==> config.mk <==
export PLATFORM = sky130hd
export DESIGN_NAME = instruction_fetch
export DESIGN_NICKNAME = d
export VERILOG_FILES = /design/src/rtl/instruction_fetch.sv
export SDC_FILE = /design/constraint.sdc
export NUM_CORES = 1
export LEC_CHECK = 0
export ABC_AREA = 1
export CORE_MARGIN = 2
export CORE_UTILIZATION = 51
export DETAILED_ROUTE_END_ITERATION = 6
export PLACE_DENSITY = 0.87
export SLEW_MARGIN = 40
export SYNTH_ARGS = -nofsm -noshare
export SYNTH_HDL_FRONTEND = slang
export SYNTH_SLANG_ARGS = --single-unit
==> constraint.sdc <==
create_clock -name clk -period 7.6 [get_ports clk]
set_clock_uncertainty 0.2 [all_clocks]
set_input_delay 1.52 -clock clk [delete_from_list [all_inputs] [get_ports clk]]
set_output_delay 1.52 -clock clk [all_outputs]
set_load 0.05 [all_outputs]
==> src/rtl/instruction_fetch.sv <==
// Fetch stage: one outstanding req/ack read, PC load on accept/redirect, small FIFO towards decode.
// Optional `FETCH_MISALIGN_TRAP_EN: a misaligned PC pushes a trap marker and halts fetch until redirect.
module instruction_fetch #(
  parameter logic [31:0] BOOT_ADDRESS = 32'h0000_0000,
  parameter int unsigned FIFO_DEPTH   = 2
) (
  input  logic        clk,
  input  logic        reset_n,
  input  logic [31:0] pc_in,
  output logic        pc_load,
  output logic [31:0] pc_next,
  input  logic        redirect_valid,
  input  logic [31:0] redirect_target,
  output logic        mem_req,
  output logic [31:0] mem_addr,
  input  logic        mem_ack,
  input  logic [31:0] mem_rdata,
  output logic        if_valid,
  input  logic        if_ready,
  output logic [31:0] if_pc,
  output logic [31:0] if_instr,
  output logic        if_misalign
);
  localparam int unsigned PW = $clog2(FIFO_DEPTH);
  localparam int unsigned CW = $clog2(FIFO_DEPTH + 1);

`ifdef FETCH_MISALIGN_TRAP_EN
  typedef enum logic [1:0] {ISSUE, WAIT, DROP, HALT} state_e;
`else
  typedef enum logic [1:0] {ISSUE, WAIT, DROP} state_e;
`endif

  state_e        state_q, state_d;
  logic          mem_req_q, mem_req_d;
  logic [31:0]   mem_addr_q, mem_addr_d;
  logic [PW-1:0] wr_ptr_q, wr_ptr_d;
  logic [PW-1:0] rd_ptr_q, rd_ptr_d;
  logic [CW-1:0] count_q, count_d;

  logic [31:0]   fifo_pc_q    [FIFO_DEPTH];
  logic [31:0]   fifo_instr_q [FIFO_DEPTH];

  logic          push, pop, has_space;
  logic [31:0]   push_pc, push_instr;

  assign has_space = (count_q < CW'(FIFO_DEPTH));
  assign pop       = if_valid && if_ready;

  always_comb begin
    state_d    = state_q;
    mem_req_d  = mem_req_q;
    mem_addr_d = mem_addr_q;
    pc_load    = 1'b0;
    pc_next    = mem_addr_q + 32'd4;
    push       = 1'b0;
    push_pc    = mem_addr_q;
    push_instr = mem_rdata;
    case (state_q)
      ISSUE: begin
        // pc_in is stale during a redirect cycle, so issue only once PC holds the target.
        if (!redirect_valid && has_space) begin
`ifdef FETCH_MISALIGN_TRAP_EN
          if (pc_in[1:0] != 2'b00) begin
            push       = 1'b1;
            push_pc    = pc_in;
            push_instr = 32'h0;
            state_d    = HALT;
          end else
`endif
          begin
            mem_req_d  = 1'b1;
            mem_addr_d = pc_in;
            state_d    = WAIT;
          end
        end
      end
      WAIT: begin
        if (mem_ack) begin
          mem_req_d = 1'b0;
          state_d   = ISSUE;
          if (!redirect_valid) begin
            push    = 1'b1;
            pc_load = 1'b1;
          end
        end else if (redirect_valid) begin
          state_d = DROP;
        end
      end
      DROP: begin
        if (mem_ack) begin
          mem_req_d = 1'b0;
          state_d   = ISSUE;
        end
      end
`ifdef FETCH_MISALIGN_TRAP_EN
      HALT: begin
        if (redirect_valid) state_d = ISSUE;
      end
`endif
      default: state_d = ISSUE;
    endcase
    if (redirect_valid) begin
      pc_load = 1'b1;
      pc_next = redirect_target;
    end
  end

  always_comb begin
    wr_ptr_d = wr_ptr_q;
    rd_ptr_d = rd_ptr_q;
    count_d  = count_q + CW'(push) - CW'(pop);
    if (push) wr_ptr_d = wr_ptr_q + PW'(1);
    if (pop)  rd_ptr_d = rd_ptr_q + PW'(1);
    // A redirect empties the buffer even if decode pops the head this cycle.
    if (redirect_valid) begin
      wr_ptr_d = '0;
      rd_ptr_d = '0;
      count_d  = '0;
    end
  end

  always_ff @(posedge clk or negedge reset_n) begin
    if (!reset_n) begin
      state_q    <= ISSUE;
      mem_req_q  <= 1'b0;
      mem_addr_q <= BOOT_ADDRESS;
      wr_ptr_q   <= '0;
      rd_ptr_q   <= '0;
      count_q    <= '0;
    end else begin
      state_q    <= state_d;
      mem_req_q  <= mem_req_d;
      mem_addr_q <= mem_addr_d;
      wr_ptr_q   <= wr_ptr_d;
      rd_ptr_q   <= rd_ptr_d;
      count_q    <= count_d;
    end
  end

  always_ff @(posedge clk) begin
    if (push) begin
      fifo_pc_q[wr_ptr_q]    <= push_pc;
      fifo_instr_q[wr_ptr_q] <= push_instr;
    end
  end

`ifdef FETCH_MISALIGN_TRAP_EN
  logic fifo_mis_q [FIFO_DEPTH];
  always_ff @(posedge clk) begin
    if (push) fifo_mis_q[wr_ptr_q] <= (state_q == ISSUE);
  end
  assign if_misalign = if_valid && fifo_mis_q[rd_ptr_q];
`else
  assign if_misalign = 1'b0;
`endif

  assign mem_req  = mem_req_q;
  assign mem_addr = mem_addr_q;
  assign if_valid = (count_q != '0);
  assign if_pc    = fifo_pc_q[rd_ptr_q];
  assign if_instr = fifo_instr_q[rd_ptr_q];
endmodule

* Word level (Yosys, flattened, before mapping)
Memories as Yosys holds them, arrays and structs flattened.
Cells that the tools add are included.
** Storage, ports and cells
- Memories kept :: 2
- Bits in writable memories :: 128
- Bits in registers :: 39
- Output and inout bits :: 132
** Operators by class
- Eq/ne operators :: 6
- Magnitude comparators :: 1
- Mux-type cells :: 22
- Add/sub/neg operators :: 5
- Reduce and logical (&&, ||, !) cells :: 12
** Memory list
- fifo_instr_q :: depth 2, bits a word 32, read ports 1, clocked after Yosys merged registers in 0, write ports 1, RTL line 41 : logic [31:0] fifo_instr_q [FIFO_DEPTH];
- fifo_pc_q :: depth 2, bits a word 32, read ports 1, clocked after Yosys merged registers in 0, write ports 1, RTL line 40 : logic [31:0] fifo_pc_q [FIFO_DEPTH];
** Operators with widths (number)
- 32-bit by 3-bit adder with 32-bit output (second input constant) :: 1
- 32-bit 2-to-1 mux :: 1
- 1-bit 2-to-1 mux :: 14
- 2-bit 2-to-1 mux :: 5
- 2-bit nonzero test :: 4
- 2-bit case mux with 3 select lines :: 1
- 3-bit AND reduction :: 2
- 2-bit != test (second input constant) :: 2
- 3-bit != test (second input constant) :: 1
- 1-bit adder (second input constant) :: 2
- 2-bit by 1-bit adder with 2-bit output :: 1
- 2-bit by 1-bit equality test with 1-bit output (second input constant) :: 1
- 2-bit equality test (second input constant) :: 1
- 1-bit logical AND :: 2
- 2-bit logical NOT :: 1
- 2-bit less-than comparator (second input constant) :: 1
- 2-bit by 1-bit != test with 1-bit output (second input constant) :: 1
- 1-bit case mux with 2 select lines :: 1
- 2-bit AND reduction :: 1
- 2-bit OR reduction :: 1
- 2-bit by 1-bit subtractor with 2-bit output :: 1
- 1-bit logical NOT :: 1

* Depth between registers and ports, before layout
Gate-level depths: netlist (run 1).
- Depth in word-level cells :: 6
- Depth in mapped cells :: 10
- Mapped depth without buffers :: 10

* Worst setup path before layout (run 1)
No wires, ideal clock.
- Kind :: input to register
- Start :: input redirect_valid
- End :: memory fifo_instr_q[0][0] (enable)
- Arrival time :: 4.647 ns
- Path buffers :: 1
- Stages on the path :: 4
- Slack :: 2.266 ns
- Required time :: 6.913 ns
- Cells stage by stage :: buf_2 nor3_1 inv_1 nor2_1
** On the way
- Cells in the longest elaborated chain, start to end :: 5
** RTL lines
- start, declared :: RTL line 12 : input logic redirect_valid,
- 1-bit 2-to-1 mux :: RTL line 81 : if (!redirect_valid) begin
- 1-bit 2-to-1 mux :: RTL line 78 : if (mem_ack) begin
- 1-bit 2-to-1 mux :: RTL line 58 : case (state_q)
- 1-bit 2-to-1 mux :: RTL line 141 : if (push) begin
- 1-bit 2-to-1 mux (implied by the code) :: RTL line 143 : fifo_instr_q[wr_ptr_q] <= push_instr;
- end, declared :: RTL line 41
No other way between the ends.

* Worst setup path in the final report (run 1)
- Start :: input mem_ack
- End :: output pc_load
** On the way
- Cells in the longest elaborated chain, start to end :: 3
** RTL lines
- start, declared :: RTL line 16 : input logic mem_ack,
- 1-bit 2-to-1 mux :: RTL line 78
- 1-bit 2-to-1 mux :: RTL line 58
- 1-bit 2-to-1 mux :: RTL line 102 : if (redirect_valid) begin
- end, declared :: RTL line 10 : output logic pc_load,
No other way between the ends.

==> results of run 1 <==
## cell families after synthesis
family	Yosys count
other cells	1
fa+ha+maj	7
buf+inv	65
xor+xnor	5
flops	167
compound gates	39
simple gates	494
## final timing paths
kind                                        to  slack [ns]   startpoint
min in group asynchronous          mem_addr[9]        0.88      reset_n
setup / recovery                       pc_load        2.48      mem_ack
max in group asynchronous             rd_ptr_q        5.92      reset_n
hold reg to reg                fifo_pc_q[1][1]        0.34  mem_addr[1]
hold / removal                 fifo_pc_q[1][1]        0.34  mem_addr[1]
setup reg to reg           fifo_instr_q[1][25]        5.01   state_q[1]
## Yosys cell counts, types with 7 or more instances
library cell	n	area (sq um)
ha_1	7	87.6
inv_1	35	131
clkbuf_1	10	37.5
nand3_1	32	160
nor2_1	39	146
buf_2	9	45.0
nand2_1	391	1470
nor2_4	9	101
dfrtp_1	39	976
o21ai_0	28	140
buf_1	7	26.3
edfxtp_1	128	3840
a21oi_1	7	35.0
## where the power goes
group	total, uW	leakage (uW)	switching [uW]	internal, uW
logic	1980	0.00241	1370	607
registers	1390	0.00165	200	1190
clock network	779	0.000254	359	419
## critical path, delay by kind of cell
kind	cells	cell delay, ns
buffers and inverters	4	1.59
and+or+nand+nor	2	0.29
## metal layers
metal,track usage,vias up,routed length (um),part of all wire
met5,0,-,0,0
met1,0.326,2847,8060,0.41
met2,0.426,257,9740,0.49
met3,0.0582,44,1430,0.072
li1,-,2971,-,-
met4,0.105,0,567,0.029
## flip-flops by register name (all words and copies together), names as in the netlist
name          cells
rd_ptr_q          1
fifo_instr_q     64
state_q           2
mem_req           1
count_q           2
fifo_pc_q        64
mem_addr         32
wr_ptr_q          1
## through the flow
stage	std cells	hold WS [ns]	total power [uW]
floorplan	778	0.324	2650
global placement	1170	0.302	3340
detailed placement	1170	0.317	3370
CTS	1202	0.334	4150
global route	1204	0.350	4330
finish	1204	0.340	4140
## cell type report
class                   count  share of cell area
flip-flops and latches    167               0.459
repair buffers            239               0.228
multi-input cells         546               0.228
clock buffers              18              0.0409
well taps                 184              0.0219
inverters                  36              0.0129
clock inverters            14             0.00954
==> summary.txt, run 1 <==
Status - completed
DR vias - 6,119
Max incr delay on CP - 0.83 ns
Netlist cell types - 30
Ys flop type - edfxtp_1
CTS buffer count - 17
Fin. Hold Viols - 0
Drt pass-1 iters - 5
Slew Limit Fails - 0
Combinational family with the most area after synthesis - simple AND/OR/NAND/NOR gates
# hold bufs at CTS - 0
Relative slew slack - 0.513
Yosys warns - 0
Synthesized flop and latch total - 167
Post-synth EDFFs - 128
# diodes - 0
Initial Util - 0.518
Slowest-stage cell, CP - clkdlybuf4s50_1
Final instance area - 10,500 sq um
CTS max path bufs - 2
PortBufs - 231
Clock root cell - clkbuf_16
Chip width - 125 um
Grt total ovfl - 0
Mapped Nets - 886
DRC - 0
Compound-gate portion of the synthesized area - 0.0266
FILL cells - 1,035
DRT iter0 DRCs - 424
Crit-path max FO - 4
Avg Vias per Cell - 5.08
Post-synthesis sequential area ratio - 0.645
Synth Instances - 778
Core ar. - 14,400 sq um
GPL Wtd Cong - 0.862
Num rows - 44
Crit share post-route - 0.673
GRT Resource Usage Total - 0.255
Post-synthesis adder-cell area fraction - 0.0117
I/O pins - 233
Asr flop ratio synth - 0.234
Critical path cell sequence - clkdlybuf4s50_1, inv_1, nor3_1, inv_1, nand2_1, clkdlybuf4s50_1
Xor and xnor area share after synthesis - 0.00586
Initial antenna violation count - 0
Vias in the first global route - 5,958
Post-DR wirelength/cell - 16.4 um
First-pass GRT wire length - 31,200 um
Worst setup margin - 2.48 ns
Clock sink total - 167
Placed Instance Area - 9920 sq um
Setup repair bufs after CTS - 0
Wirelength, routed - 19,800 um
Max Cap Viol - 0
Post-DP HPWL - 13,700 um
Power Dens Cells - 395 nW/um^2
Commonest non-fill, non-tap cell in the layout - nand2_1
Synth Area in Simple Gates - 0.273
Leakage - 0.00431 uW
FF+latch area - 4820 sq um
Hold Crit Depth - 0
Htree depth - 4
Die height - 125 um
Worst-margin pin slew - 0.731 ns
FF-to-FF path depth - 7
Final setup fails - 0
CTS tree - yes
Setup_tns - 0 ns
Fmax - 0.195 GHz
Multiplexer area fraction after synthesis - 0
Crit Path Class - in -> out
Crit. End Element - output port
Largest net degree at the start of global routing - 65
Total Nets Final - 1,115
Worst IR Drop VDD - 0.263 mV
RSZ-0062 raised after global routing - no
Clock period minus final worst setup slack - 5.12 ns
Fin util - 0.728
Commonest cells after routing, fill and taps aside - nand2_1 (391), clkdlybuf4s50_1 (229), edfxtp_1 (128)
Clk Latency, worst-skew pair - 0.42 ns
Area Growth Syn to Fin - 40.6%
Post-CTS Resized - 0
Full die area - 15,600 sq um
Multi-input logic area - 2390 sq um
CTS clk-pin slew, worst paths - 0.06 ns
Hold WC Path Type - reg -> reg
Worst EP arrival - 3.40 ns
Syn avg cell area - 9.60 sq um
Antenna viol nets, final - 0
Worst setup SP type - primary input
Worst endpoint required time - 5.88 ns
Synthesized area - 7470 sq um
Post-place setup slack - 2.51 ns
Share of cells above drive strength 1 - 0.0686
Power figures use the tool's default switching activity.
==> inputs of run 2 (changes only) <==
- CORE_UTILIZATION: 51 -> 47
- PLACE_DENSITY: 0.87 -> 0.81
- clock period: 7.6 -> 4.9 ns (I/O delays scaled with it)
==> summary.txt, run 2 (same netlist as run 1, synthesis figures left out) <==
Status - completed
Placed cells - 1,205
Power Dens Cells - 612 nW/um^2
I/O pins - 233
CTS buffer count - 17
PortBufs - 231
Slew Limit Fails - 0
Post-DP HPWL - 13,100 um
First-pass GRT wire length - 29,500 um
Largest net degree at the start of global routing - 65
Hold WC Path Type - reg -> reg
GRT Resource Usage Total - 0.231
Antenna viol nets, final - 0
Initial Util - 0.475
Crit share post-route - 0.817
Worst endpoint required time - 3.72 ns
Commonest cells after routing, fill and taps aside - nand2_1 (391), clkdlybuf4s50_1 (226), edfxtp_1 (128)
R2R setup slack - 2.64 ns
Clock root cell - clkbuf_16
DRC - 0
Core ar. - 15,700 sq um
Post-CTS Resized - 0
Area Growth Syn to Fin - 41.2%
Worst R2R End - fifo_instr_q[0][13]
Share of cells above drive strength 1 - 0.0734
Fin util - 0.671
Worst setup SP type - primary input
Worst IR Drop VDD - 0.468 mV
Full die area - 16,900 sq um
CTS tree - yes
Leakage - 0.00434 uW
Worst-margin pin slew - 0.747 ns
RSZ-0062 raised after global routing - no
Clk Latency, worst-skew pair - 0.42 ns
Final setup fails - 0
Fin. Hold Viols - 0
DRT iter0 DRCs - 384
Num rows - 46
Clock sink total - 167
GPL Wtd Cong - 0.852
Worst EP arrival - 2.82 ns
Slowest-stage cell, CP - clkdlybuf4s50_1
Crit. End Element - output port
Drt pass-1 iters - 6
Total Nets Final - 1,117
Relative slew slack - 0.502
Max Cap Viol - 0
FF-to-FF path depth - 7
Die height - 130 um
Post-DR wirelength/cell - 15.6 um
Avg Vias per Cell - 4.88
Setup_tns - 0 ns
FF+latch area - 4820 sq um
Initial antenna violation count - 0
Crit Path Class - in -> out
FILL cells - 1,227
CTS clk-pin slew, worst paths - 0.06 ns
Grt total ovfl - 0
Commonest non-fill, non-tap cell in the layout - nand2_1
Final Non-Filler Cells - 1,238
Chip width - 130 um
Worst r2r src - state_q[1]
Clock period minus final worst setup slack - 4.00 ns
DR vias - 6,042
Htree depth - 4
Critical path cell sequence - buf_2, inv_1, buf_4, nand2_1, o21ai_0, clkdlybuf4s50_1
Wirelength, routed - 19,300 um
Crit-path max FO - 24
Max incr delay on CP - 0.83 ns
Worst Hold Endpoint - mem_req
CTS max path bufs - 2
# diodes - 0
Fmax - 0.250 GHz
# hold bufs at CTS - 0
Hold Startpoint - mem_req
Vias in the first global route - 5,758
Multi-input logic area - 2390 sq um
Setup repair bufs after CTS - 0
Hold Crit Depth - 2
## run 2: critical path: cells and delay by family
family          cells  cell delay (ns)
buf+inv             4             1.59
simple gates        1             0.08
compound gates      1             0.16
## run 2: power breakdown
group / total, uW / switching, uW / internal (uW)
registers: 2150 / 306 / 1840
clock network: 1260 / 554 / 703
logic: 3050 / 2110 / 940
## run 2: cell type report
type,count,share of cell area
clock buffer,18,0.0407
inverter,36,0.0128
sequential,167,0.457
multi-input combinational,546,0.227
timing repair buffer,241,0.225
clock inverter,14,0.0117
tap,216,0.0256
## run 2: routing by layer
layer  up-vias  global-route usage  share of wire
li1       2971                   -              -
met2       223               0.393           0.49
met3        35              0.0595          0.071
met4         0              0.0791          0.021
met1      2813               0.287           0.41
met5         -                   0              0
## run 2: how the worst max path moves through the flow
stage | to | slack [ns] | cells past startpoint | startpoint
2_1_floorplan | fifo_instr_q[0][0] | 0.11 | 4 | redirect_valid
3_3_place_gp | pc_next[9] | 0.94 | 6 | redirect_valid
6_report | pc_next[9] | 0.90 | 6 | redirect_valid
5_1_grt | pc_next[18] | 0.72 | 10 | mem_addr[2]
4_1_cts | pc_next[22] | 0.88 | 10 | mem_addr[2]
3_5_place_dp | pc_next[4] | 0.89 | 6 | redirect_valid
## run 2: metrics by stage
stage	total power, uW	worst slack (ns)	instance area (sq um)	hold slack (ns)
2_1_floorplan	4120	0.106	7470	0.324
3_3_place_gp	5180	0.938	9980	0.306
3_5_place_dp	5230	0.885	9980	0.321
4_1_cts	6490	0.883	10500	0.345
5_1_grt	6760	0.717	10500	0.384
6_report	6460	0.897	10500	0.345
